--- src/rtl/spi_tx_if.sv ---
`default_nettype none
// ============================================================================
//  Module      : spi_tx_if
//  Description : Handshake and serial-link bundle for spi_tx.
//                i_pdin  - parallel byte to transmit (sampled on load accept)
//                i_load  - one-cycle start strobe
//                o_sclk  - serial clock, idle low
//                o_mosi  - serial data, MSB first
//                o_stb   - latch strobe after the 8th bit
//                o_busy  - transfer in progress
//                o_done  - one-cycle completion pulse
//                Names carry the direction seen from the transmitter (slave).
//  Revision    : 1.0 - initial release
// ============================================================================
interface spi_tx_if;
    logic [7:0] i_pdin;
    logic       i_load;
    logic       o_sclk;
    logic       o_mosi;
    logic       o_stb;
    logic       o_busy;
    logic       o_done;

    modport master (
        output i_pdin, i_load,
        input  o_sclk, o_mosi, o_stb, o_busy, o_done
    );

    modport slave (
        input  i_pdin, i_load,
        output o_sclk, o_mosi, o_stb, o_busy, o_done
    );
endinterface
`default_nettype wire

--- src/rtl/spi_tx.sv ---
`default_nettype none
// ============================================================================
//  Module      : spi_tx
//  Description : Byte-wide serial transmitter for the front-panel shift
//                register link. Sends i_pdin MSB first on o_mosi with o_sclk
//                (idle low, CLKDIV clk cycles per half period), then raises
//                o_stb for one half period so the far end latches the byte.
//  Ports       : clk  - system clock, rising edge
//                rst  - asynchronous active-high reset
//                bus  - spi_tx_if.slave (i_pdin, i_load, o_sclk, o_mosi,
//                       o_stb, o_busy, o_done)
//  Parameters  : CLKDIV - o_sclk half period in clk cycles, 1..255
//  Revision    : 1.0 - initial release
// ============================================================================
module spi_tx #(
    parameter int CLKDIV = 4
) (
    input  wire logic clk,
    input  wire logic rst,
    spi_tx_if.slave   bus
);

    localparam logic [7:0] C_HALF_LAST = 8'(CLKDIV - 1);

    typedef enum logic [1:0] {
        S_IDLE  = 2'd0,
        S_LOW   = 2'd1,
        S_HIGH  = 2'd2,
        S_LATCH = 2'd3
    } state_t;

    state_t     r_state;
    logic [7:0] r_sr;      // r_sr[7] is the bit currently on o_mosi
    logic [7:0] r_half;
    logic [2:0] r_bit;
    logic       r_sclk;
    logic       r_stb;
    logic       r_busy;
    logic       r_done;

    wire logic  w_half_end;
    assign w_half_end = (r_half == C_HALF_LAST);

    always_ff @(posedge clk or posedge rst) begin
        if (rst) begin
            r_state <= S_IDLE;
            r_sr    <= 8'h00;
            r_half  <= 8'd0;
            r_bit   <= 3'd0;
            r_sclk  <= 1'b0;
            r_stb   <= 1'b0;
            r_busy  <= 1'b0;
            r_done  <= 1'b0;
        end else begin
            r_done <= 1'b0;
            case (r_state)
                S_IDLE: begin
                    if (bus.i_load) begin
                        r_sr    <= bus.i_pdin;
                        r_half  <= 8'd0;
                        r_bit   <= 3'd0;
                        r_busy  <= 1'b1;
                        r_state <= S_LOW;
                    end
                end
                S_LOW: begin
                    if (w_half_end) begin
                        r_half  <= 8'd0;
                        r_sclk  <= 1'b1;
                        r_state <= S_HIGH;
                    end else begin
                        r_half <= r_half + 8'd1;
                    end
                end
                S_HIGH: begin
                    if (w_half_end) begin
                        r_half <= 8'd0;
                        r_sclk <= 1'b0;
                        if (r_bit != 3'd7) begin
                            // Shift on the falling edge so data is settled a
                            // full half period before the next rising edge.
                            r_sr    <= {r_sr[6:0], 1'b0};
                            r_bit   <= r_bit + 3'd1;
                            r_state <= S_LOW;
                        end else begin
                            // Clearing the register forces o_mosi low while
                            // the strobe is up and leaves it low in idle.
                            r_sr    <= 8'h00;
                            r_stb   <= 1'b1;
                            r_state <= S_LATCH;
                        end
                    end else begin
                        r_half <= r_half + 8'd1;
                    end
                end
                S_LATCH: begin
                    if (w_half_end) begin
                        r_half  <= 8'd0;
                        r_stb   <= 1'b0;
                        r_busy  <= 1'b0;
                        r_done  <= 1'b1;
                        r_state <= S_IDLE;
                    end else begin
                        r_half <= r_half + 8'd1;
                    end
                end
                default: r_state <= S_IDLE;
            endcase
        end
    end

    assign bus.o_sclk = r_sclk;
    assign bus.o_mosi = r_sr[7];
    assign bus.o_stb  = r_stb;
    assign bus.o_busy = r_busy;
    assign bus.o_done = r_done;

endmodule
`default_nettype wire
--- src/flat_wrapper.sv ---
// flat-port wrapper written by rule: the top's interface ports become plain ports
module spi_tx_flat 
#(
    parameter int CLKDIV = 4
)
  (clk, rst, bus_i_pdin, bus_i_load, bus_o_sclk, bus_o_mosi, bus_o_stb, bus_o_busy, bus_o_done);
  spi_tx_if bus_i ();
  input  wire logic clk;
  input  wire logic rst;
  input wire logic [$bits(bus_i.i_pdin)-1:0] bus_i_pdin;
  input wire logic [$bits(bus_i.i_load)-1:0] bus_i_load;
  output wire logic [$bits(bus_i.o_sclk)-1:0] bus_o_sclk;
  output wire logic [$bits(bus_i.o_mosi)-1:0] bus_o_mosi;
  output wire logic [$bits(bus_i.o_stb)-1:0] bus_o_stb;
  output wire logic [$bits(bus_i.o_busy)-1:0] bus_o_busy;
  output wire logic [$bits(bus_i.o_done)-1:0] bus_o_done;
  assign bus_i.i_pdin = bus_i_pdin;
  assign bus_i.i_load = bus_i_load;
  assign bus_o_sclk = bus_i.o_sclk;
  assign bus_o_mosi = bus_i.o_mosi;
  assign bus_o_stb = bus_i.o_stb;
  assign bus_o_busy = bus_i.o_busy;
  assign bus_o_done = bus_i.o_done;
  spi_tx #(.CLKDIV(CLKDIV)) u_core (.clk(clk), .rst(rst), .bus(bus_i));
endmodule
--- config.mk ---
export PLATFORM = sky130hd
export DESIGN_NAME = spi_tx_flat
export DESIGN_NICKNAME = d
export VERILOG_FILES = /design/src/rtl/spi_tx_if.sv /design/src/rtl/spi_tx.sv /design/src/flat_wrapper.sv
export SDC_FILE = /design/constraint.sdc
export NUM_CORES = 1
export LEC_CHECK = 0
export CAP_MARGIN = 20
export CORE_ASPECT_RATIO = 1.1
export CORE_UTILIZATION = 30
export CTS_CLUSTER_DIAMETER = 60
export DETAILED_ROUTE_END_ITERATION = 7
export PLACE_DENSITY = 0.58
export SYNTH_ARGS = -nofsm -noshare
export SYNTH_HDL_FRONTEND = slang
export SYNTH_SLANG_ARGS = --single-unit
--- constraint.sdc ---
create_clock -name clk -period 2.5 [get_ports clk]
set_input_delay 0.375 -clock clk [delete_from_list [all_inputs] [get_ports clk]]
set_output_delay 0.375 -clock clk [all_outputs]
set_load 0.01 [all_outputs]
== After elaboration in Yosys (flattened, before gate mapping) ==
Cells that the tools add are included.
Storage, ports and cells
  bits in registers: 25
  output and inout bits: 5
Cells by class
  add/subtract/negate cells: 2
  eq/ne operators: 11
  muxes and demuxes: 27
  reductions and logical operators: 12
Operators with widths (count)
  $mux 8: 5
  $pmux 8 s2: 2
  $reduce_and 4->1: 3
  $mux 2: 5
  $mux 3: 3
  $reduce_and 3->1: 3
  $add 8x1->8 const B: 1
  $eq 8x2->1 const B: 1
  $ne 2x1->1 const B: 4
  $pmux 2 s4: 1
  $reduce_bool 2->1: 4
  $mux 1: 7
  $pmux 1 s2: 3
  $pmux 3 s2: 1
  $eq 2x2->1 const B: 2
  $ne 2x2->1 const B: 2
  $add 3x1->3 const B: 1
  $ne 3x3->1 const B: 1
  $reduce_or 3->1: 1
  $eq 2x1->1 const B: 1
  $logic_not 2->1: 1

== Longest topological paths before layout ==
  word-level depth: 4
  gate-level depth with buffers: 6
  depth with buffers taken out: 6

== Worst setup path before layout ==
OpenSTA, ideal clock, no wires.
  path kind: register -> register
  start point: reg u_core.r_half[0]
  end point: reg u_core.r_bit[1]
  library setup time: 0.126 ns
  arrival: 1.642 ns
  setup slack: 0.732 ns
  cell stages (with the launch flop): 6
  buffers on the path: 0
  path through: dfrtp_1 -> ha_1 -> or4b_4 -> nor3_4 -> nor2_2 -> a221o_1
On the way
  longest elaborated chain between the ends: 3
Ends and longest elaborated chain
  start, declared: line spi_tx.sv:34  | logic [7:0] r_half;
  start signal, assigned: line spi_tx.sv:72  | r_half <= r_half + 8'd1;
  start signal, assigned: line spi_tx.sv:93  | r_half <= r_half + 8'd1;
  start signal, assigned: line spi_tx.sv:104  | r_half <= r_half + 8'd1;
  $eq 8x2->1: line spi_tx.sv:42  | assign w_half_end = (r_half == C_HALF_LAST);
  $ne 2x1->1 (no source line)
  $reduce_and 4->1 (no source line)
  end signal, assigned: line spi_tx.sv:83  | r_bit <= r_bit + 3'd1;
  end, declared: line spi_tx.sv:35  | logic [2:0] r_bit;
No other way between the ends.
A chain may end at the register's enable or synchronous reset.

== Worst setup path after layout ==
  start point: reg u_core.r_half[0]
  end point: reg u_core.r_half[4]
On the way
  longest elaborated chain between the ends: 3
  elaborated cells between the ends (all ways): 4
  those cells by class: 1 x add/sub; 1 x eq/ne; 2 x mux
Ends and longest elaborated chain
  $add 8x1->8 or $eq 8x2->1 (tied branches)
  $mux 8 (*): line spi_tx.sv:67, spi_tx.sv:76, spi_tx.sv:97
  $pmux 8 s2 (*): line spi_tx.sv:56  | case (r_state)
Every way passes the cells marked *; elsewhere a longest branch is shown, timed or not.

==> results.sh <==
export IMPL_outcome="completed"
export IMPL_period_minus_slack_ns=1.88
export IMPL_synth_warnings=0
export IMPL_ioPinCount=16
export IMPL_max_freq_ghz=0.531
export IMPL_netlist_area_um2=1290
export IMPL_wire_per_inst_um=12.9
export IMPL_synth_cell_types=34
export IMPL_grt_pass1_wl_um=4860
export IMPL_async_reset_ff_share_pct=100
export IMPL_synth_top_cell_area_share_pct=48.4
export IMPL_period_share_pct=75.4
export IMPL_postSynthCellCount=138
export IMPL_seq_area_um2=626
export IMPL_slew_viol_final=0
export IMPL_cts_sinks=25
export IMPL_wirelength_um=2690
export IMPL_cts_hold_buffers=0
export IMPL_grt_max_degree=26
export IMPL_vias_per_cell=5.31
export IMPL_cts_tree="yes"
export IMPL_vias=1105
export IMPL_synth_most_common_cell="dfrtp_1"
export IMPL_drcViolationCount=0
export IMPL_arrival_ns=2.07
export IMPL_postCtsSetupBuffers=0
export IMPL_drive_above_1_share_pct=9.62
export IMPL_placement_io_buffers=15
export IMPL_p_leak_nw=0.650
export IMPL_rsz0062_at_grt="no"
export IMPL_yosys_area_top_type="dfrtp_1"
export IMPL_drt_iter0_drc=98
export IMPL_diodes=0
export IMPL_fin_setup_tns_ns=0
export IMPL_worst_pin_slew_ns=0.817
export IMPL_maxCapViolCount=0
export IMPL_cts_root_buf="clkbuf_8"
export IMPL_combPwrFrac_pct=41.8
export IMPL_fp_row_count=24
export IMPL_gr_usage_all_layers_pct=13.2
export IMPL_synth_top_cells_by_area="dfrtp_1 (48%), a21oi_1 (8.5%), nor2_1 (5.2%), nor3_1 (3.9%), o21ai_0 (3.5%)"
export IMPL_synthTopCellsByCount="dfrtp_1 (25), a21oi_1 (22), nor2_1 (18)"
export IMPL_multiInputGateArea_um2=629
export IMPL_synth_edf_count=0
export IMPL_cp_max_fo=12
export IMPL_gp_congestion=0.764
export IMPL_layout_nets=171
export IMPL_setup_violations=0
export IMPL_clkTransAtPathRegs_ns=0.09
export IMPL_seq_area_frac_synth_pct=48.4
export IMPL_power_switching_w=0.000678
export IMPL_seq_power_share_pct=43.7
export IMPL_core_area_um2=4050
export IMPL_ys_flop_type="dfrtp_1"
export IMPL_antenna_found_initial=0
export IMPL_syn_nets=152
export IMPL_post_dp_hpwl_um=1860
export IMPL_cts_buffers=3
export IMPL_p_per_area_nw_per_um2=1080
export IMPL_grt_ovfl_total=0
export IMPL_worst_endpoint_required_ns=2.69
export IMPL_intPower_w=0.00101
export IMPL_syn_mean_instance_area_um2=9.37
export IMPL_clock_skew_ns=0.00643
export IMPL_path_class="flip-flop to flip-flop"
export IMPL_hp_class="primary input to async pin"
export IMPL_place_ws_ns=0.616
export IMPL_relSlewSlack_pct=45.5
export IMPL_ir_worst_vdd_mv=0.504
export IMPL_dieArea_um2=4580
export IMPL_clockBufferDepth=2
export IMPL_critPathLaunchType="flip-flop"
export IMPL_ant_nets=0
export IMPL_cts_resized=0
export IMPL_grt_pass1_vias=1070
export IMPL_p_clk_share_pct=14.6
export IMPL_synth_seq_cells=25
export IMPL_p_sw_share_pct=40.3
export IMPL_fillers=411
export IMPL_die_h_um=70.9
export IMPL_start_util_pct=31.9
export IMPL_ctsHtreeMaxLevel=1
export IMPL_layout_setup_ws_ns=0.616
export IMPL_chipWidth_um=64.6
export IMPL_drt_pass1_iter_count=4
export IMPL_worst_setup_path_end_kind="flip-flop"
export IMPL_syn2layout_area_growth_pct=20.6
export IMPL_hold_viol_final=0
export IMPL_clock_latency_ns=0.27
[sequential cells by signal, indices dropped and copies added, names as in the netlist]
signal / count
u_core.r_state: 2
u_core.bus.o_done: 1
u_core.r_sr: 8
u_core.bus.o_sclk: 1
u_core.bus.o_busy: 1
u_core.r_half: 8
u_core.bus.o_stb: 1
u_core.r_bit: 3
[power by group through the flow]
stage          clock network [W]  logic (W)  registers (W)
2_1_floorplan                  0   0.000544       0.000683
3_3_place_gp                   0   0.000685       0.000731
3_5_place_dp                   0   0.000706       0.000739
4_1_cts                 0.000261   0.000710       0.000732
5_1_grt                 0.000273   0.000816       0.000761
6_report                0.000246   0.000703       0.000735
[worst max-delay path, stage by stage (launching register included)]
cell	delay, ns
dfrtp_1	0.41
ha_1	0.26
nor4b_4	0.17
a21oi_1	0.65
a21oi_1	0.14
o21ai_0	0.18
[metal layers]
layer / vias to the layer above / global-route usage, % / part of all wire, %
li1: 536 / - / -
met1: 541 / 18.2 / 48
met2: 26 / 21.5 / 47
met3: 2 / 2.90 / 4.6
met4: 0 / 2.22 / 0.45
met5: - / 0 / 0
[metrics by stage]
step	total power [W]	area [µm²]	utilization, %	hold WS [ns]	cells
2_1_floorplan	0.00123	1290	-	0.402	138
3_3_place_gp	0.00142	1510	37.3	0.486	204
3_5_place_dp	0.00144	1510	37.3	0.512	204
4_1_cts	0.00170	1560	38.5	0.448	208
5_1_grt	0.00185	1560	38.5	0.473	208
6_report	0.00168	1560	38.5	0.441	208
[cell families after synthesis]
| group | Yosys count | synth area share (%) |
|---|---|---|
| AND/OR/NAND/NOR | 53 | 22.4 |
| XOR/XNOR | 1 | 0.677 |
| buffers and inverters | 9 | 3.00 |
| adder cells (fa/ha/maj) | 3 | 2.90 |
| flip-flops | 25 | 48.4 |
| multiplexers | 3 | 2.42 |
| AO/OA/AOI/OAI | 44 | 20.2 |
[cell type report]
type	instances	share of cell area (%)
Timing Repair Buffer	18	11.1
Tap cell	52	4.17
Sequential cell	25	40.1
Clock inverter	1	0.481
Inverter	5	1.20
Multi-Input combinational cell	104	40.3
Clock buffer	3	2.65
[path summary, 6_finish.rpt]
| path | start | end | slack [ns] | cells past startpoint |
|---|---|---|---|---|
| hold reg to reg | u_core.r_half[1] | u_core.r_half[1] | 0.53 | 1 |
| setup reg to reg | u_core.r_half[0] | u_core.r_half[4] | 0.62 | 5 |
| max in group asynchronous | rst | u_core.r_half[0] | 1.81 | 3 |
| setup / recovery | u_core.r_half[0] | u_core.r_half[4] | 0.62 | 5 |
| min in group clk | u_core.r_half[1] | u_core.r_half[1] | 0.53 | 1 |
| hold / removal | rst | u_core.r_state[0] | 0.44 | 3 |
[layout by cell type, fill, tap and decap left out, drive strengths merged, types with 2 or more instances in the layout]
cell / instances
buf: 3
a21o: 2
mux2i: 2
dfrtp: 25
a221o: 2
a31oi: 2
nor2b: 3
o21ai: 9
clkdlybuf4s50: 15
a21oi: 22
and3: 2
a22o: 4
nor3: 11
clkbuf: 3
nor2: 19
nand3: 5
nand2: 6
inv: 4
ha: 3
nand4: 2
Note: power is estimated with default switching activity, not from simulation.
